`src/rtl/ddr_rd_bw_sched.sv`:
```
// ---------------------------------------------------------------------------
// ddr_rd_bw_sched
// Sequencer for a single-burst AXI read master used in DDR bandwidth tests.
// Splits a region (base, total bytes) into INCR bursts of at most
// cfg_burst_beats beats that never cross a 4 KB boundary. Each burst goes to
// the read master over a START/ADDR/LENGTH level handshake. The whole region
// is repeated cfg_loops times.
//
// Optional feature: define DDR_RD_BW_SCHED_TIMEOUT_EN to enable a per-burst
// watchdog (TIMEOUT_CYC cycles in ISSUE/WAIT_DONE). Without the macro
// sts_timeout is constant 0 and the sequencer waits on the master forever.
//
// Ports:
//   clk, rstn          clock, synchronous active-low reset
//   cfg_start          rising edge starts a run (ignored while busy)
//   cfg_abort          level; finish the current burst, then stop
//   cfg_base_addr      region base (aligned down to the beat size)
//   cfg_total_bytes    region size in bytes (partial beat ignored)
//   cfg_burst_beats    beats per burst (0 -> 1, clamped to MAX_BEATS)
//   cfg_loops          region repetitions (0 -> 1)
//   rd_start           START level to the read master
//   rd_addr, rd_len    burst address and length in beats
//   rd_idle            idle status from the read master
//   sts_busy/done      run in progress / sticky run complete
//   sts_timeout        sticky watchdog flag
//   sts_cycles         saturating cycle count of the run
//   sts_bursts         completed bursts
//   sts_bytes          completed bytes (wraps)
// ---------------------------------------------------------------------------
module ddr_rd_bw_sched #(
    parameter int unsigned DATA_WIDTH  = 64,
    parameter int unsigned MAX_BEATS   = 16,
    parameter int unsigned TIMEOUT_CYC = 65535
) (
    input  logic        clk,
    input  logic        rstn,
    input  logic        cfg_start,
    input  logic        cfg_abort,
    input  logic [31:0] cfg_base_addr,
    input  logic [31:0] cfg_total_bytes,
    input  logic [4:0]  cfg_burst_beats,
    input  logic [15:0] cfg_loops,
    output logic        rd_start,
    output logic [31:0] rd_addr,
    output logic [31:0] rd_len,
    input  logic        rd_idle,
    output logic        sts_busy,
    output logic        sts_done,
    output logic        sts_timeout,
    output logic [31:0] sts_cycles,
    output logic [31:0] sts_bursts,
    output logic [31:0] sts_bytes
);

    localparam int unsigned BPB        = DATA_WIDTH / 8;
    localparam int unsigned LOG_BPB    = $clog2(BPB);
    localparam logic [31:0] ALIGN_MASK = ~32'(BPB - 1);
    localparam logic [31:0] MAX_BEATS_W = 32'(MAX_BEATS);

    // Elaboration-time guard on parameter legality.
    if ((BPB == 0) || (BPB > 128) || ((BPB & (BPB - 1)) != 0) ||
        (MAX_BEATS == 0) || (TIMEOUT_CYC == 0)) begin : g_bad_params
        $error("ddr_rd_bw_sched: illegal parameter combination");
    end

    typedef enum logic [2:0] {
        S_IDLE,
        S_CALC,
        S_ISSUE,
        S_WAIT_DONE,
        S_NEXT,
        S_DONE
    } state_t;

    state_t      state, state_n;
    logic        start_q;
    logic [31:0] base_q, base_n;
    logic [31:0] total_q, total_n;      // region size in beats
    logic [31:0] beats_q, beats_n;      // effective beats per burst
    logic [15:0] loop_cnt, loop_cnt_n;  // loops still to run, including current
    logic [31:0] cur_addr, cur_addr_n;
    logic [31:0] rem_beats, rem_beats_n;
    logic        rd_start_n;
    logic [31:0] rd_addr_n, rd_len_n;
    logic        busy_n, done_n;
    logic [31:0] cycles_n, bursts_n, bytes_n;

    logic        start_rise_c;
    logic [31:0] beats_req_c;
    logic [31:0] total_beats_c;
    logic [31:0] b4k_c;
    logic [31:0] len_c;
    logic [31:0] step_c;
    logic [31:0] rem_after_c;
    logic [15:0] loop_after_c;

`ifdef DDR_RD_BW_SCHED_TIMEOUT_EN
    logic [31:0] wd_cnt, wd_cnt_n;
    logic        timeout_q, timeout_n;
    assign sts_timeout = timeout_q;
`else
    assign sts_timeout = 1'b0;
`endif

    assign start_rise_c  = cfg_start & ~start_q;
    assign total_beats_c = cfg_total_bytes >> LOG_BPB;
    assign step_c        = rd_len << LOG_BPB;

    // Clamp the requested burst length into 1..MAX_BEATS.
    always_comb begin
        beats_req_c = 32'(cfg_burst_beats);
        if (beats_req_c == 32'd0) begin
            beats_req_c = 32'd1;
        end else if (beats_req_c > MAX_BEATS_W) begin
            beats_req_c = MAX_BEATS_W;
        end
    end

    // Burst length: limited by burst size, 4 KB page room and remaining beats.
    always_comb begin
        b4k_c = (32'd4096 - {20'd0, cur_addr[11:0]}) >> LOG_BPB;
        len_c = beats_q;
        if (b4k_c < len_c) begin
            len_c = b4k_c;
        end
        if (rem_beats < len_c) begin
            len_c = rem_beats;
        end
    end

    // Next-state and datapath updates.
    always_comb begin
        state_n      = state;
        base_n       = base_q;
        total_n      = total_q;
        beats_n      = beats_q;
        loop_cnt_n   = loop_cnt;
        cur_addr_n   = cur_addr;
        rem_beats_n  = rem_beats;
        rd_start_n   = rd_start;
        rd_addr_n    = rd_addr;
        rd_len_n     = rd_len;
        busy_n       = sts_busy;
        done_n       = sts_done;
        cycles_n     = sts_cycles;
        bursts_n     = sts_bursts;
        bytes_n      = sts_bytes;
        rem_after_c  = rem_beats - rd_len;
        loop_after_c = loop_cnt - 16'd1;
`ifdef DDR_RD_BW_SCHED_TIMEOUT_EN
        wd_cnt_n     = 32'd0;
        timeout_n    = timeout_q;
`endif

        // Run-time counter: every cycle spent between IDLE and DONE.
        if ((state != S_IDLE) && (state != S_DONE) && (sts_cycles != 32'hFFFF_FFFF)) begin
            cycles_n = sts_cycles + 32'd1;
        end

        case (state)
            S_IDLE: begin
                if (start_rise_c) begin
                    base_n      = cfg_base_addr & ALIGN_MASK;
                    total_n     = total_beats_c;
                    beats_n     = beats_req_c;
                    loop_cnt_n  = (cfg_loops == 16'd0) ? 16'd1 : cfg_loops;
                    cur_addr_n  = cfg_base_addr & ALIGN_MASK;
                    rem_beats_n = total_beats_c;
                    cycles_n    = 32'd0;
                    bursts_n    = 32'd0;
                    bytes_n     = 32'd0;
                    done_n      = 1'b0;
`ifdef DDR_RD_BW_SCHED_TIMEOUT_EN
                    timeout_n   = 1'b0;
`endif
                    if (total_beats_c == 32'd0) begin
                        done_n  = 1'b1;
                        state_n = S_DONE;
                    end else begin
                        busy_n  = 1'b1;
                        state_n = S_CALC;
                    end
                end
            end
            S_CALC: begin
                rd_addr_n = cur_addr;
                rd_len_n  = len_c;
                state_n   = S_ISSUE;
            end
            S_ISSUE: begin
                // Raise START only once the master is idle; then hold it
                // until the master reports busy.
                if (!rd_start) begin
                    if (rd_idle) begin
                        rd_start_n = 1'b1;
                    end
                end else if (!rd_idle) begin
                    rd_start_n = 1'b0;
                    state_n    = S_WAIT_DONE;
                end
            end
            S_WAIT_DONE: begin
                rd_start_n = 1'b0;
                if (rd_idle) begin
                    state_n = S_NEXT;
                end
            end
            S_NEXT: begin
                bursts_n    = sts_bursts + 32'd1;
                bytes_n     = sts_bytes + step_c;
                cur_addr_n  = cur_addr + step_c;
                rem_beats_n = rem_after_c;
                state_n     = S_CALC;
                if (rem_after_c == 32'd0) begin
                    loop_cnt_n = loop_after_c;
                    if (loop_after_c != 16'd0) begin
                        cur_addr_n  = base_q;
                        rem_beats_n = total_q;
                    end else begin
                        state_n = S_DONE;
                    end
                end
                if (cfg_abort) begin
                    state_n = S_DONE;
                end
                if (state_n == S_DONE) begin
                    busy_n = 1'b0;
                    done_n = 1'b1;
                end
            end
            S_DONE: begin
                state_n = S_IDLE;
            end
            default: begin
                state_n = S_IDLE;
            end
        endcase

`ifdef DDR_RD_BW_SCHED_TIMEOUT_EN
        // Per-burst watchdog; abandons the burst without counting it.
        if ((state == S_ISSUE) || (state == S_WAIT_DONE)) begin
            wd_cnt_n = wd_cnt + 32'd1;
            if (wd_cnt >= 32'(TIMEOUT_CYC - 1)) begin
                timeout_n  = 1'b1;
                rd_start_n = 1'b0;
                busy_n     = 1'b0;
                done_n     = 1'b1;
                state_n    = S_DONE;
            end
        end
`endif
    end

    // State and output registers.
    always_ff @(posedge clk) begin
        if (!rstn) begin
            state      <= S_IDLE;
            start_q    <= 1'b0;
            base_q     <= 32'd0;
            total_q    <= 32'd0;
            beats_q    <= 32'd0;
            loop_cnt   <= 16'd0;
            cur_addr   <= 32'd0;
            rem_beats  <= 32'd0;
            rd_start   <= 1'b0;
            rd_addr    <= 32'd0;
            rd_len     <= 32'd0;
            sts_busy   <= 1'b0;
            sts_done   <= 1'b0;
            sts_cycles <= 32'd0;
            sts_bursts <= 32'd0;
            sts_bytes  <= 32'd0;
`ifdef DDR_RD_BW_SCHED_TIMEOUT_EN
            wd_cnt     <= 32'd0;
            timeout_q  <= 1'b0;
`endif
        end else begin
            state      <= state_n;
            start_q    <= cfg_start;
            base_q     <= base_n;
            total_q    <= total_n;
            beats_q    <= beats_n;
            loop_cnt   <= loop_cnt_n;
            cur_addr   <= cur_addr_n;
            rem_beats  <= rem_beats_n;
            rd_start   <= rd_start_n;
            rd_addr    <= rd_addr_n;
            rd_len     <= rd_len_n;
            sts_busy   <= busy_n;
            sts_done   <= done_n;
            sts_cycles <= cycles_n;
            sts_bursts <= bursts_n;
            sts_bytes  <= bytes_n;
`ifdef DDR_RD_BW_SCHED_TIMEOUT_EN
            wd_cnt     <= wd_cnt_n;
            timeout_q  <= timeout_n;
`endif
        end
    end

endmodule

```
`config.mk`:
```
export PLATFORM = sky130hd
export DESIGN_NAME = ddr_rd_bw_sched
export DESIGN_NICKNAME = d
export VERILOG_FILES = /design/src/rtl/ddr_rd_bw_sched.sv
export SDC_FILE = /design/constraint.sdc
export NUM_CORES = 1
export LEC_CHECK = 0
export CAP_MARGIN = 20
export CORE_MARGIN = 2
export CORE_UTILIZATION = 40
export CTS_BUF_LIST = sky130_fd_sc_hd__clkbuf_8
export DETAILED_ROUTE_END_ITERATION = 8
export DONT_BUFFER_PORTS = 1
export HOLD_SLACK_MARGIN = 0.1
export PLACE_DENSITY = 0.64
export SYNTH_ARGS = -nofsm -noshare
export SYNTH_HDL_FRONTEND = slang
export SYNTH_SLANG_ARGS = --single-unit
```
`constraint.sdc`:
```
create_clock -name clk -period 3.6 [get_ports clk]
set_input_delay 0.54 -clock clk [delete_from_list [all_inputs] [get_ports clk]]
set_output_delay 0.54 -clock clk [all_outputs]
set_load 0.02 [all_outputs]
```
==> results.sh <==
export IMPL_place_ws_ps=-404
export IMPL_ys_flop_type="dfxtp_1"
export IMPL_regArea_sq_um=6060
export IMPL_die_height_microns=214
export IMPL_worst_clock_skew_ps=25.3
export IMPL_drc_errors=0
export IMPL_netlist_instances=2266
export IMPL_htree_levels=2
export IMPL_clk_pin_slew_ps=60
export IMPL_max_slew_margin_pct=23.8
export IMPL_synth_cell_type_count=82
export IMPL_ys_async_sr_fraction_pct=0
export IMPL_dp_hpwl_microns=44300
export IMPL_cp_top_family="simple AND/OR/NAND/NOR gates"
export IMPL_final_common_cell="nand2_1"
export IMPL_hold_depth=2
export IMPL_start_kind="flop"
export IMPL_crit_buf_inv=4
export IMPL_antenna_found_initial=2
export IMPL_rr_startpoint="rem_beats[12]"
export IMPL_core_area_sq_um=43300
export IMPL_path_max_fanout=6
export IMPL_track_usage_pct=26.9
export IMPL_regToRegSetupSlack_ps=-450
export IMPL_ys_seq_elements=301
export IMPL_finalSetupViolCount=77
export IMPL_die_area_sq_um=45800
export IMPL_finalCriticalPeriod_ps=4050
export IMPL_numCtsBuffers=52
export IMPL_p_comb_share_pct=35.7
export IMPL_cp_end_kind="flop"
export IMPL_violations="setup timing"
export IMPL_ir_drop_v=0.000288
export IMPL_synth_edf_count=0
export IMPL_r2r_end="cur_addr[15]"
export IMPL_drt_iter0_drc=1486
export IMPL_grt_overflow=0
export IMPL_grt_max_degree=104
export IMPL_finalHoldViolations=0
export IMPL_via_per_inst=5.71
export IMPL_fill_cells=4016
export IMPL_min_from="rstn"
export IMPL_timing_final_crit_share_pct=112
export IMPL_fin_util_pct=53.8
export IMPL_p_seq_share_pct=32.8
export IMPL_drv_cap=0
export IMPL_slowest_stage="or4_4"
export IMPL_p_per_area_nw_per_um2=485
export IMPL_start_util_pct=40.8
export IMPL_arrival_ps=4570
export IMPL_switching_share_pct=34.6
export IMPL_drive_gt1_share_pct=21.2
export IMPL_worstPathRequired_ps=4120
export IMPL_holdPathEnd="loop_cnt[12]"
export IMPL_gp_congestion=0.951
export IMPL_cts_tree="yes"
export IMPL_tightest_slew_ps=1110
export IMPL_critPathMaxStageDelay_ps=570
export IMPL_path_cells="ha_4 -> and4_4 -> a221o_1 -> nor3_1 -> buf_4 -> a21oi_1 -> xor2_1 -> or4_4 -> a211oi_4 -> and4_4 -> o311a_4 -> buf_12 -> buf_12 -> buf_16 -> mux2i_1 -> o22ai_1"
export IMPL_ios=254
export IMPL_clk_latency_ps=650
export IMPL_final_nets=2778
export IMPL_rsz0062_at_grt="yes"
export IMPL_cts_root_buf="clkbuf_8"
export IMPL_seq_area_frac_synth_pct=34.1
export IMPL_grt_pass1_vias=17700
export IMPL_syn2layout_area_growth_pct=32.0
export IMPL_path_class="reg -> reg"
export IMPL_clock_sink_count=301
export IMPL_row_count=76
export IMPL_synth_area_sq_um=17600
export IMPL_outcome="finished, violations left"
export IMPL_layout_setup_ws_ps=-447
export IMPL_layout_common_cells="nand2_1 (328), dfxtp_1 (287), buf_4 (277)"
export IMPL_dr_pass1_iters=5
export IMPL_clockBufferDepth=3
export IMPL_p_int_mw=7.39
export IMPL_die_x_microns=214
export IMPL_clock_power_share_pct=31.4
export IMPL_num_vias=18300
export IMPL_reg2reg_depth=16
export IMPL_wirelength_microns=64600
export IMPL_final_max_slew_viol_count=0
export IMPL_multi_input_area_sq_um=11700
export IMPL_syn_area_per_cell_sq_um=7.79
export IMPL_p_leak_nw=9.46
export IMPL_drtAntennaViolNets=0
export IMPL_hold_path_class="in -> reg"
export IMPL_post_drt_wl_per_cell_microns=20.1
export IMPL_yosysWarnings=0
export IMPL_p_sw_mw=3.90
export IMPL_grt_pass1_wl_microns=99100
export IMPL_port_buffers=0
export IMPL_max_freq_mhz=247
## through the flow
step                      cells  TNS [ps]  hold slack, ps  instance area (sq um)  power [mW]
after floorplan            2274         0             424                  17900        5.61
after global placement     2978    -17970             433                  20000        6.92
after detailed placement   2978    -24690             443                  20000        6.96
after CTS                  3199    -12110             101                  22900        11.0
after global routing       3206    -40890             122                  23300        11.8
final                      3206    -25570             146                  23300        11.3
## logic make-up after synthesis
kind of cell               after synthesis  share of synthesized area [%]
and+or+nand+nor                        851                           22.6
AOI/OAI and AO/OA                      656                           23.5
DFF                                    301                           34.1
buffers and inverters                  205                           4.62
adders and majority gates              107                           7.71
xor gates and xnor gates               106                           5.26
muxes                                   38                           2.17
other                                    2                         0.0426
## how the worst max path moves through the flow
stage	start	cells after the start	slack (ps)	to
after CTS	rem_beats[0]	21	-270	rem_beats[11]
after floorplan	rd_len[5]	15	2	cur_addr[5]
after global placement	rem_beats[0]	17	-330	cur_addr[4]
final	rem_beats[12]	16	-450	cur_addr[15]
after global routing	rem_beats[0]	20	-650	cur_addr[15]
after detailed placement	rem_beats[0]	17	-400	cur_addr[5]
## state kept, by name, indices dropped and copies added, names as in the netlist
name,flops
sts_bytes,29
rd_start,1
rem_beats,32
sts_busy,1
cur_addr,29
total_q,29
start_q,1
rd_addr,29
sts_bursts,32
sts_done,1
rd_len,32
beats_q,5
base_q,29
sts_cycles,32
loop_cnt,16
state,3
## synthesized netlist by cell type, types with 7 or more instances
cell type | number | area (sq um)
mux2i_1 | 36 | 360
ha_1 | 104 | 1300
or3_1 | 19 | 119
nor2_1 | 169 | 634
o21bai_1 | 7 | 52.6
nand3_1 | 82 | 410
o21ai_0 | 73 | 365
a31oi_1 | 18 | 113
nor3_1 | 64 | 320
o22ai_1 | 23 | 144
a211o_1 | 7 | 61.3
inv_1 | 76 | 285
a21boi_0 | 21 | 158
dfxtp_1 | 301 | 6030
o211ai_1 | 16 | 120
xor2_1 | 56 | 490
nand3b_1 | 8 | 60.1
a211oi_1 | 57 | 428
and2_1 | 17 | 106
nor3b_1 | 8 | 60.1
nor4_1 | 26 | 163
nor2b_1 | 15 | 93.8
a21o_1 | 35 | 263
or4_1 | 9 | 67.6
and4_1 | 11 | 96.3
nand2_1 | 335 | 1260
nand4_1 | 19 | 119
or2_2 | 15 | 93.8
o21a_1 | 24 | 180
nand2b_1 | 13 | 81.3
buf_1 | 14 | 52.6
a22oi_1 | 22 | 165
buf_4 | 9 | 67.6
xnor2_1 | 50 | 438
and3_1 | 28 | 175
clkbuf_1 | 101 | 379
a21oi_1 | 276 | 1380
o32ai_1 | 10 | 87.6
## area by class of cell
class,count,share of cell area [%]
multi-input combinational,1768,50.4
sequential,301,26.0
timing repair buffer,382,14.2
clock buffer,64,3.78
tap,585,3.14
inverter,76,1.27
clock inverter,29,1.20
antenna,1,0.0107
## what timing repair did
| action | CTS | global route |
|---|---|---|
| gates resized for setup | 106 | 72 |
| pin swaps | 51 | 49 |
| hold buffers | 75 | 0 |
| setup endpoints to repair | 84 | 88 |
| cloned | 5 | 0 |
| buffers inserted | 50 | 11 |
| endpoints found under the hold margin | 118 | 0 |
## metal layers
metal	routed length, microns	global-route usage [%]	part of all wire (%)	vias to the layer above
li1	-	-	-	8773
met4	2040	9.54	3.2	2
met1	28100	35.6	44	8710
met5	11	0	0.017	-
met2	29400	43.3	46	677
met3	4970	5.73	7.7	131
## power groups by stage
stage | logic [mW] | registers, mW | clock network (mW)
after CTS | 3.65 | 3.69 | 3.62
after global placement | 3.17 | 3.76 | 0
after detailed placement | 3.20 | 3.76 | 0
after floorplan | 1.91 | 3.70 | 0
final | 4.04 | 3.70 | 3.55
after global routing | 4.33 | 3.72 | 3.77
No activity file was read; power rests on OpenSTA's default activity.
